`src/rtl/motor_speed_controller.sv`:
```
// Closed-loop PI motor speed controller with glitch-free PWM output.
// A periodic tick launches a five-stage PI update; duty reloads only at PWM wrap.
module motor_speed_controller #(
  parameter int unsigned SAMPLE_CYCLES = 12_500_000,
  parameter logic [15:0] KP            = 16'd4,
  parameter logic [15:0] KI            = 16'd1,
  parameter int unsigned SHIFT         = 4,
  parameter int          INT_LIMIT     = 1_048_576
) (
  input  logic        clk_in,
  input  logic        reset_in,
  input  logic        enable_in,
  input  logic [20:0] target_rpm_in,
  input  logic [20:0] actual_rpm_in,
  output logic [9:0]  duty_out,
  output logic        pwm_out,
  output logic        update_done_out
);

  localparam int CW = (SAMPLE_CYCLES > 1) ? $clog2(SAMPLE_CYCLES) : 1;
  localparam logic [CW-1:0] LAST = CW'(SAMPLE_CYCLES - 1);
  localparam logic signed [31:0] LIM  = 32'(INT_LIMIT);
  localparam logic signed [31:0] NLIM = -LIM;

  typedef enum logic [2:0] {
    S_IDLE, S_LATCH, S_INTEG, S_MULT, S_SUM, S_DONE
  } state_t;

  state_t              state_q, state_d;
  logic [CW-1:0]       samp_q, samp_d;
  logic signed [21:0]  err_q, err_d;
  logic signed [31:0]  integ_q, integ_d;
  logic signed [47:0]  p_q, p_d;
  logic signed [47:0]  i_q, i_d;
  logic [9:0]          duty_q, duty_d;
  logic [9:0]          pwm_cnt_q, pwm_cnt_d;
  logic [9:0]          act_q, act_d;

  logic                tick;
  logic signed [31:0]  integ_sum;
  logic signed [48:0]  sum;
  logic signed [48:0]  u_sh;
  logic [9:0]          u_sat;

  // Sample counter: free-running, independent of enable.
  always_comb begin
    tick   = (samp_q == LAST);
    samp_d = tick ? '0 : samp_q + 1'b1;
  end

  // Arithmetic helpers: integrator clamp and output saturation.
  always_comb begin
    integ_sum = integ_q + $signed({{10{err_q[21]}}, err_q});
    sum       = $signed({p_q[47], p_q}) + $signed({i_q[47], i_q});
    u_sh      = sum >>> SHIFT;
    if (u_sh[48])
      u_sat = 10'd0;
    else if (u_sh > 49'sd1023)
      u_sat = 10'd1023;
    else
      u_sat = u_sh[9:0];
  end

  // Next-state and datapath: one pipeline step per state.
  always_comb begin
    state_d = state_q;
    err_d   = err_q;
    integ_d = integ_q;
    p_d     = p_q;
    i_d     = i_q;
    duty_d  = duty_q;
    unique case (state_q)
      S_IDLE:  if (tick) state_d = S_LATCH;
      S_LATCH: begin
        err_d   = $signed({1'b0, target_rpm_in}) - $signed({1'b0, actual_rpm_in});
        state_d = S_INTEG;
      end
      S_INTEG: begin
        if (integ_sum > LIM)
          integ_d = LIM;
        else if (integ_sum < NLIM)
          integ_d = NLIM;
        else
          integ_d = integ_sum;
        state_d = S_MULT;
      end
      S_MULT: begin
        p_d = $signed({32'd0, KP}) * $signed({{26{err_q[21]}}, err_q});
        i_d = $signed({32'd0, KI}) * $signed({{16{integ_q[31]}}, integ_q});
        state_d = S_SUM;
      end
      // duty is registered on entry to DONE so it is valid alongside the strobe
      S_SUM: begin
        duty_d  = u_sat;
        state_d = S_DONE;
      end
      S_DONE:  state_d = S_IDLE;
      default: state_d = S_IDLE;
    endcase
    if (!enable_in) begin
      state_d = S_IDLE;
      integ_d = '0;
      duty_d  = '0;
    end
  end

  // PWM counter and active duty, reloaded only at period wrap.
  always_comb begin
    pwm_cnt_d = pwm_cnt_q + 10'd1;
    act_d     = (pwm_cnt_q == 10'd1023) ? duty_q : act_q;
    if (!enable_in) act_d = '0;
  end

  // State registers with synchronous reset.
  always_ff @(posedge clk_in) begin
    if (reset_in) begin
      state_q   <= S_IDLE;
      samp_q    <= '0;
      err_q     <= '0;
      integ_q   <= '0;
      p_q       <= '0;
      i_q       <= '0;
      duty_q    <= '0;
      pwm_cnt_q <= '0;
      act_q     <= '0;
    end else begin
      state_q   <= state_d;
      samp_q    <= samp_d;
      err_q     <= err_d;
      integ_q   <= integ_d;
      p_q       <= p_d;
      i_q       <= i_d;
      duty_q    <= duty_d;
      pwm_cnt_q <= pwm_cnt_d;
      act_q     <= act_d;
    end
  end

  assign duty_out        = duty_q;
  assign pwm_out         = enable_in && (pwm_cnt_q < act_q);
  assign update_done_out = enable_in && (state_q == S_DONE);

endmodule

```
`config.mk`:
```
export PLATFORM = sky130hd
export DESIGN_NAME = motor_speed_controller
export DESIGN_NICKNAME = d
export VERILOG_FILES = /design/src/rtl/motor_speed_controller.sv
export SDC_FILE = /design/constraint.sdc
export NUM_CORES = 1
export LEC_CHECK = 0
export BUFFER_PORTS_ARGS = -buffer_cell sky130_fd_sc_hd__buf_2
export CAP_MARGIN = 20
export CORE_MARGIN = 5
export CORE_UTILIZATION = 55
export DETAILED_ROUTE_END_ITERATION = 8
export PLACE_DENSITY = 0.72
export SYNTH_ARGS = -nofsm -noshare
export SYNTH_HDL_FRONTEND = slang
export SYNTH_SLANG_ARGS = --single-unit
export TNS_END_PERCENT = 10
```
`constraint.sdc`:
```
create_clock -name clk_in -period 4.8 [get_ports clk_in]
set_input_delay 0.96 -clock clk_in [delete_from_list [all_inputs] [get_ports clk_in]]
set_output_delay 0.96 -clock clk_in [all_outputs]
set_load 0.005 [all_outputs]
```
======== Word-level counts from Yosys, hierarchy flattened ========
Index checks and enable logic that the tools add are counted.
storage, ports and cells
  bits in registers ....................... 165
  input bits .............................. 45
  output and inout port bits .............. 12
  logic and storage cells ................. 38
cells by class
  add/sub/neg operators ................... 5
  magnitude comparators ................... 4
  eq/ne operators ......................... 8
  muxes and demuxes ....................... 6
  bitwise logic cells ..................... 1
  reduce and logical (&&, ||, !) cells .... 5
operators by type and width
  kind                                                                               count
  32-bit 2-to-1 mux                                                                  2
  24-bit by 32-bit adder with 33-bit output                                          1
  32-bit by 22-bit adder with 32-bit output                                          1
  32-bit by 22-bit greater-than comparator with 1-bit output, second input constant  1
  32-bit by 21-bit less-than comparator with 1-bit output, second input constant     1
  29-bit by 11-bit greater-than comparator with 1-bit output, second input constant  1
  24-bit by 1-bit adder with 24-bit output, second input constant                    1
  24-bit equality test, second input constant                                        1
  21-bit by 21-bit subtractor with 22-bit output                                     1
  10-bit 2-to-1 mux                                                                  2
  3-bit case mux with 5 select lines                                                 1
  10-bit by 1-bit adder with 10-bit output, second input constant                    1
  10-bit equality test, second input constant                                        1
  10-bit less-than comparator                                                        1
  3-bit by 2-bit equality test with 1-bit output, second input constant              2
  3-bit equality test, second input constant                                         2
  2-bit OR reduction                                                                 2
  3-bit by 1-bit equality test with 1-bit output, second input constant              1
  3-bit logical NOT                                                                  1
  3-bit 2-to-1 mux                                                                   1
  1-bit logical AND                                                                  2
  2-bit != test, second input constant                                               1
  1-bit inverter                                                                     1

======== Longest topological paths before layout ========
  depth after elaboration ................. 4
  gate-level depth with buffers ........... 18
  mapped depth without buffers ............ 17

======== Worst setup path before layout ========
Ideal clock, no wire load.
  path kind ............................... register to register
  start ................................... register err_q[0]
  end ..................................... register integ_q[10]
  library setup time ...................... 61 ps
  data arrival time ....................... 3,809 ps
  required time ........................... 4,739 ps
  setup slack ............................. 930 ps
  stages on the path, launching flop included .. 16
  buffers on the path ..................... 1
  clock period less this slack ............ 3,870 ps
  cells stage by stage .................... dfxtp_1 ha_1 fa_1 a211o_1 a211oi_1 or3_1 a31oi_1 or2_4 a221oi_2 xnor2_1 and3_1 nand4_1 ha_1 nor2_1 clkbuf_1 a32o_1
between the ends
  longest elaborated chain between the ends .. 4
  elaborated cells on any way between the ends .. 5
  classes of those cells .................. 1 x add/sub; 2 x order compare; 2 x mux
ends and longest elaborated chain
  element                                                  RTL line  text
  start, declared                                          31        logic signed [21:0] err_q, err_d;
  start signal, assigned                                   129       err_q <= err_d;
  32-bit by 22-bit adder with 32-bit output *              53        integ_sum = integ_q + $signed({{10{err_q[21]}}, err_q});
  32-bit by 21-bit less-than comparator with 1-bit output  81        else if (integ_sum < NLIM)
  32-bit 2-to-1 mux                                        81
  32-bit 2-to-1 mux *                                      79        if (integ_sum > LIM)
  end signal, assigned                                     130       integ_q <= integ_d;
  end, declared                                            32        logic signed [31:0] integ_q, integ_d;
Every way passes the cells marked *; elsewhere a longest branch is shown, timed or not.
A chain may end at the register's enable or synchronous reset.

======== Worst setup path after layout ========
  start ................................... register err_q[0]
  end ..................................... register integ_q[23]
The elaborated chain is that of the path after synthesis.

==> run metrics <==
Leakage 5.066 nW; Reg clk slew, reported paths 0.06 ns; final period utilization 89.81%; sequential area share after synthesis 30.73%; sequential share of power 46.9%; Rel. slew slack 38.20%; Synth top cells by count 211 x nand2_1, 163 x dfxtp_1, 143 x a21oi_1; initial antenna violation count 0; fraction of synthesized area in multiplexers 1.543%; CP delay by family, top compound AO/OA/AOI/OAI gates; Cell Chain, Critical Path ha_1 -> fa_1 -> a211o_1 -> a211oi_1 -> or3_1 -> a31oi_1 -> or2_4 -> a221oi_2 -> xnor2_1 -> and3_1 -> nand4_1 -> ha_1 -> inv_1 -> and2_1 -> nand2_1 -> o21ai_0 -> a211oi_1; simple-gate portion of the synthesized area 21.98%; first-pass GRT wire length 44440 um; R2R setup slack 0.49 ns; post-synth top area share 30.73%; Post-Synth Adder-Cell Area 11.33%; IO Port Bufs 56; total length of routed wires 26200 um; Setup TNS 0 ns; CTS tree yes; Syn-to-layout area delta 10.19%; drt pass-1 iters 5; GRT overflow 0; Cell variety after synth 75; Post-Syn Area per Cell 7.896 um^2; clk sinks 163; Detail Placement HPWL 20260 um; Worst Setup Start Kind register; NetSw 0.0006930 W; DRC Markers 0; # resized after CTS 0; Die Ht 149.0 um; final hold vios 0; worst skew pair latency 0.43 ns; ys flop type dfxtp_1; Crit path largest cell delay 0.43 ns; reg2reg path depth 17; clk_skew 0.009987 ns; hold depth 2; DR WL/cell 15.86 um; Synth Register Bits 163; worst flop-to-flop path startpoint err_q[0]; Slew @ Worst Pin 0.9241 ns; critical path class register to register; CTS buffer count 17; Pwr Total 0.002904 W; Post-synth EDFFs 0; Syn Inst Count 1345; Root Driver clkbuf_16; Row Count 50; Setup Fix Bufs, Post-CTS 0; vias in the first global route 9186; via count 9661; total power divided by cell area 248.1 nW/um^2; worst path bufs/invs 1; Final Util 62.15%; clock share of power 46.6%; endpoints failing setup 0; Slew Limit Fails 0; share of cells above drive strength 1 9.698%; worst hold start i_q[19]; min Tclk post-route 4.311 ns; Max Clock Freq 232.0 MHz; Comb pwr share 6.5%; multi-input logic area 6919 um^2; post-synth top area cell dfxtp_1; Top Ports 57; internal power 0.002211 W; Initial Utilization 56.40%; outcome finished, final reports clean; diode count 0; vias per cell 5.848; async set-or-reset flop fraction in the synthesized netlist 0%; Placer Congestion 0.9366; hold buffers post-CTS 0; MaxCap Viol Count 0; filler cell count 1734; Hold Path Class register to register; gr usage total 24.08%; clk buf depth 2; synthesized net count 1485; Worst EP arrival 4.64 ns; Synth area leaders dfxtp_1 31%, ha_1 11%, nand2_1 7.5%; initial drt markers 608; R2R Path End integ_q[23]; largest net degree at the start of global routing 53; die area 22190 um^2; Crit-path slowest cell fa_1; Synth Warn # 0; Die W 149.0 um; final instance area 11700 um^2; WP data required 5.12 ns; largest family of logic cells by synthesized area compound AO/OA/AOI/OAI gates; Final #Nets 1519; count leader, synth nand2_1; post-synthesis xor/xnor area fraction 5.938%; switching share of total power 23.86%; # H-tree levels 4; FF/Latch Area 3263 um^2; Mapped Area 10620 um^2; RSZ-0062 raised after global routing no; Routed Antenna Nets 0; core area 18830 um^2; Synth Area in Compound Gates 24.26%; Worst IR Drop VDD 210.6 uV; DP Area 11120 um^2; CP Max Fanout 7; Worst Hold End i_q[19]; crit path capture type register
-- cell families (layout without fill, tap and decap cells) --
kind of cell	Yosys count	in the layout
adder cells (fa/ha/maj)	95	95
multiplexers	16	16
AND/OR/NAND/NOR	493	493
XOR/XNOR	72	72
AO/OA/AOI/OAI	390	390
flip-flops	163	163
buffers and inverters	116	163
-- stage by stage --
step / worst slack, ns / instances / hold slack (ns)
after floorplan: 0.9303 / 1345 / 0.4252
after global placement: 0.6133 / 1620 / 0.4437
after detailed placement: 0.5556 / 1620 / 0.4524
after CTS: 0.5169 / 1652 / 0.4613
after global routing: 0.1726 / 1652 / 0.4709
final: 0.4893 / 1652 / 0.4600
-- flip-flops by register name, indices dropped and copies added (netlist names) --
signal,flops
i_q,30
duty_out,10
pwm_cnt_q,10
integ_q,32
state_q,3
samp_q,24
act_q,10
p_q,22
err_q,22
-- worst min-delay path, delay by kind of cell (launching register included) --
kind	cells	cell delay (ns)
flops	1	0.31
simple gates	1	0.05
compound gates	1	0.05
-- layout make-up --
cell class / count / share of cell area (%)
tap: 260 / 2.780
inverter: 61 / 1.957
timing repair buffer: 70 / 3.293
multi-input combinational: 1066 / 59.13
clock inverter: 15 / 1.326
clock buffer: 17 / 3.635
sequential: 163 / 27.88
-- placed cells by master, fill, tap and decap left out, types with 14 or more instances in the layout --
cell type / instances
nand2_1: 211
a21oi_1: 143
dfxtp_1: 163
nor2_1: 90
buf_4: 14
xnor2_1: 31
inv_1: 61
ha_1: 93
nor3_1: 23
nand3_1: 40
a21o_1: 38
clkbuf_16: 17
a31oi_1: 15
nand4_1: 17
xor2_1: 41
buf_2: 56
o21ai_0: 61
and3_1: 14
-- worst max-delay path by stage --
stage          startpoint     endpoint  depth (start not counted)
5_1_grt          err_q[0]  integ_q[23]                         17
6_report         err_q[0]  integ_q[23]                         17
3_3_place_gp     err_q[0]  integ_q[25]                         16
3_5_place_dp     err_q[0]  integ_q[23]                         17
2_1_floorplan    err_q[0]  integ_q[10]                         15
4_1_cts          err_q[0]  integ_q[23]                         17
-- routing by layer --
layer,vias up,part of all wire [%],GRT usage (%)
met5,-,0,0
met4,0,2.0,6.773
met3,36,4.4,3.586
met2,215,47,41.05
met1,4491,46,31.80
li1,4919,-,-
-- power groups by stage --
stage	clock network, W	registers (W)	logic (W)
2_1_floorplan	0	0.00139	0.000135
3_3_place_gp	0	0.00139	0.000184
3_5_place_dp	0	0.00139	0.000188
4_1_cts	0.00137	0.00136	0.000189
5_1_grt	0.00143	0.00136	0.000212
6_report	0.00135	0.00136	0.000189
(Power assumes the default switching activity.)
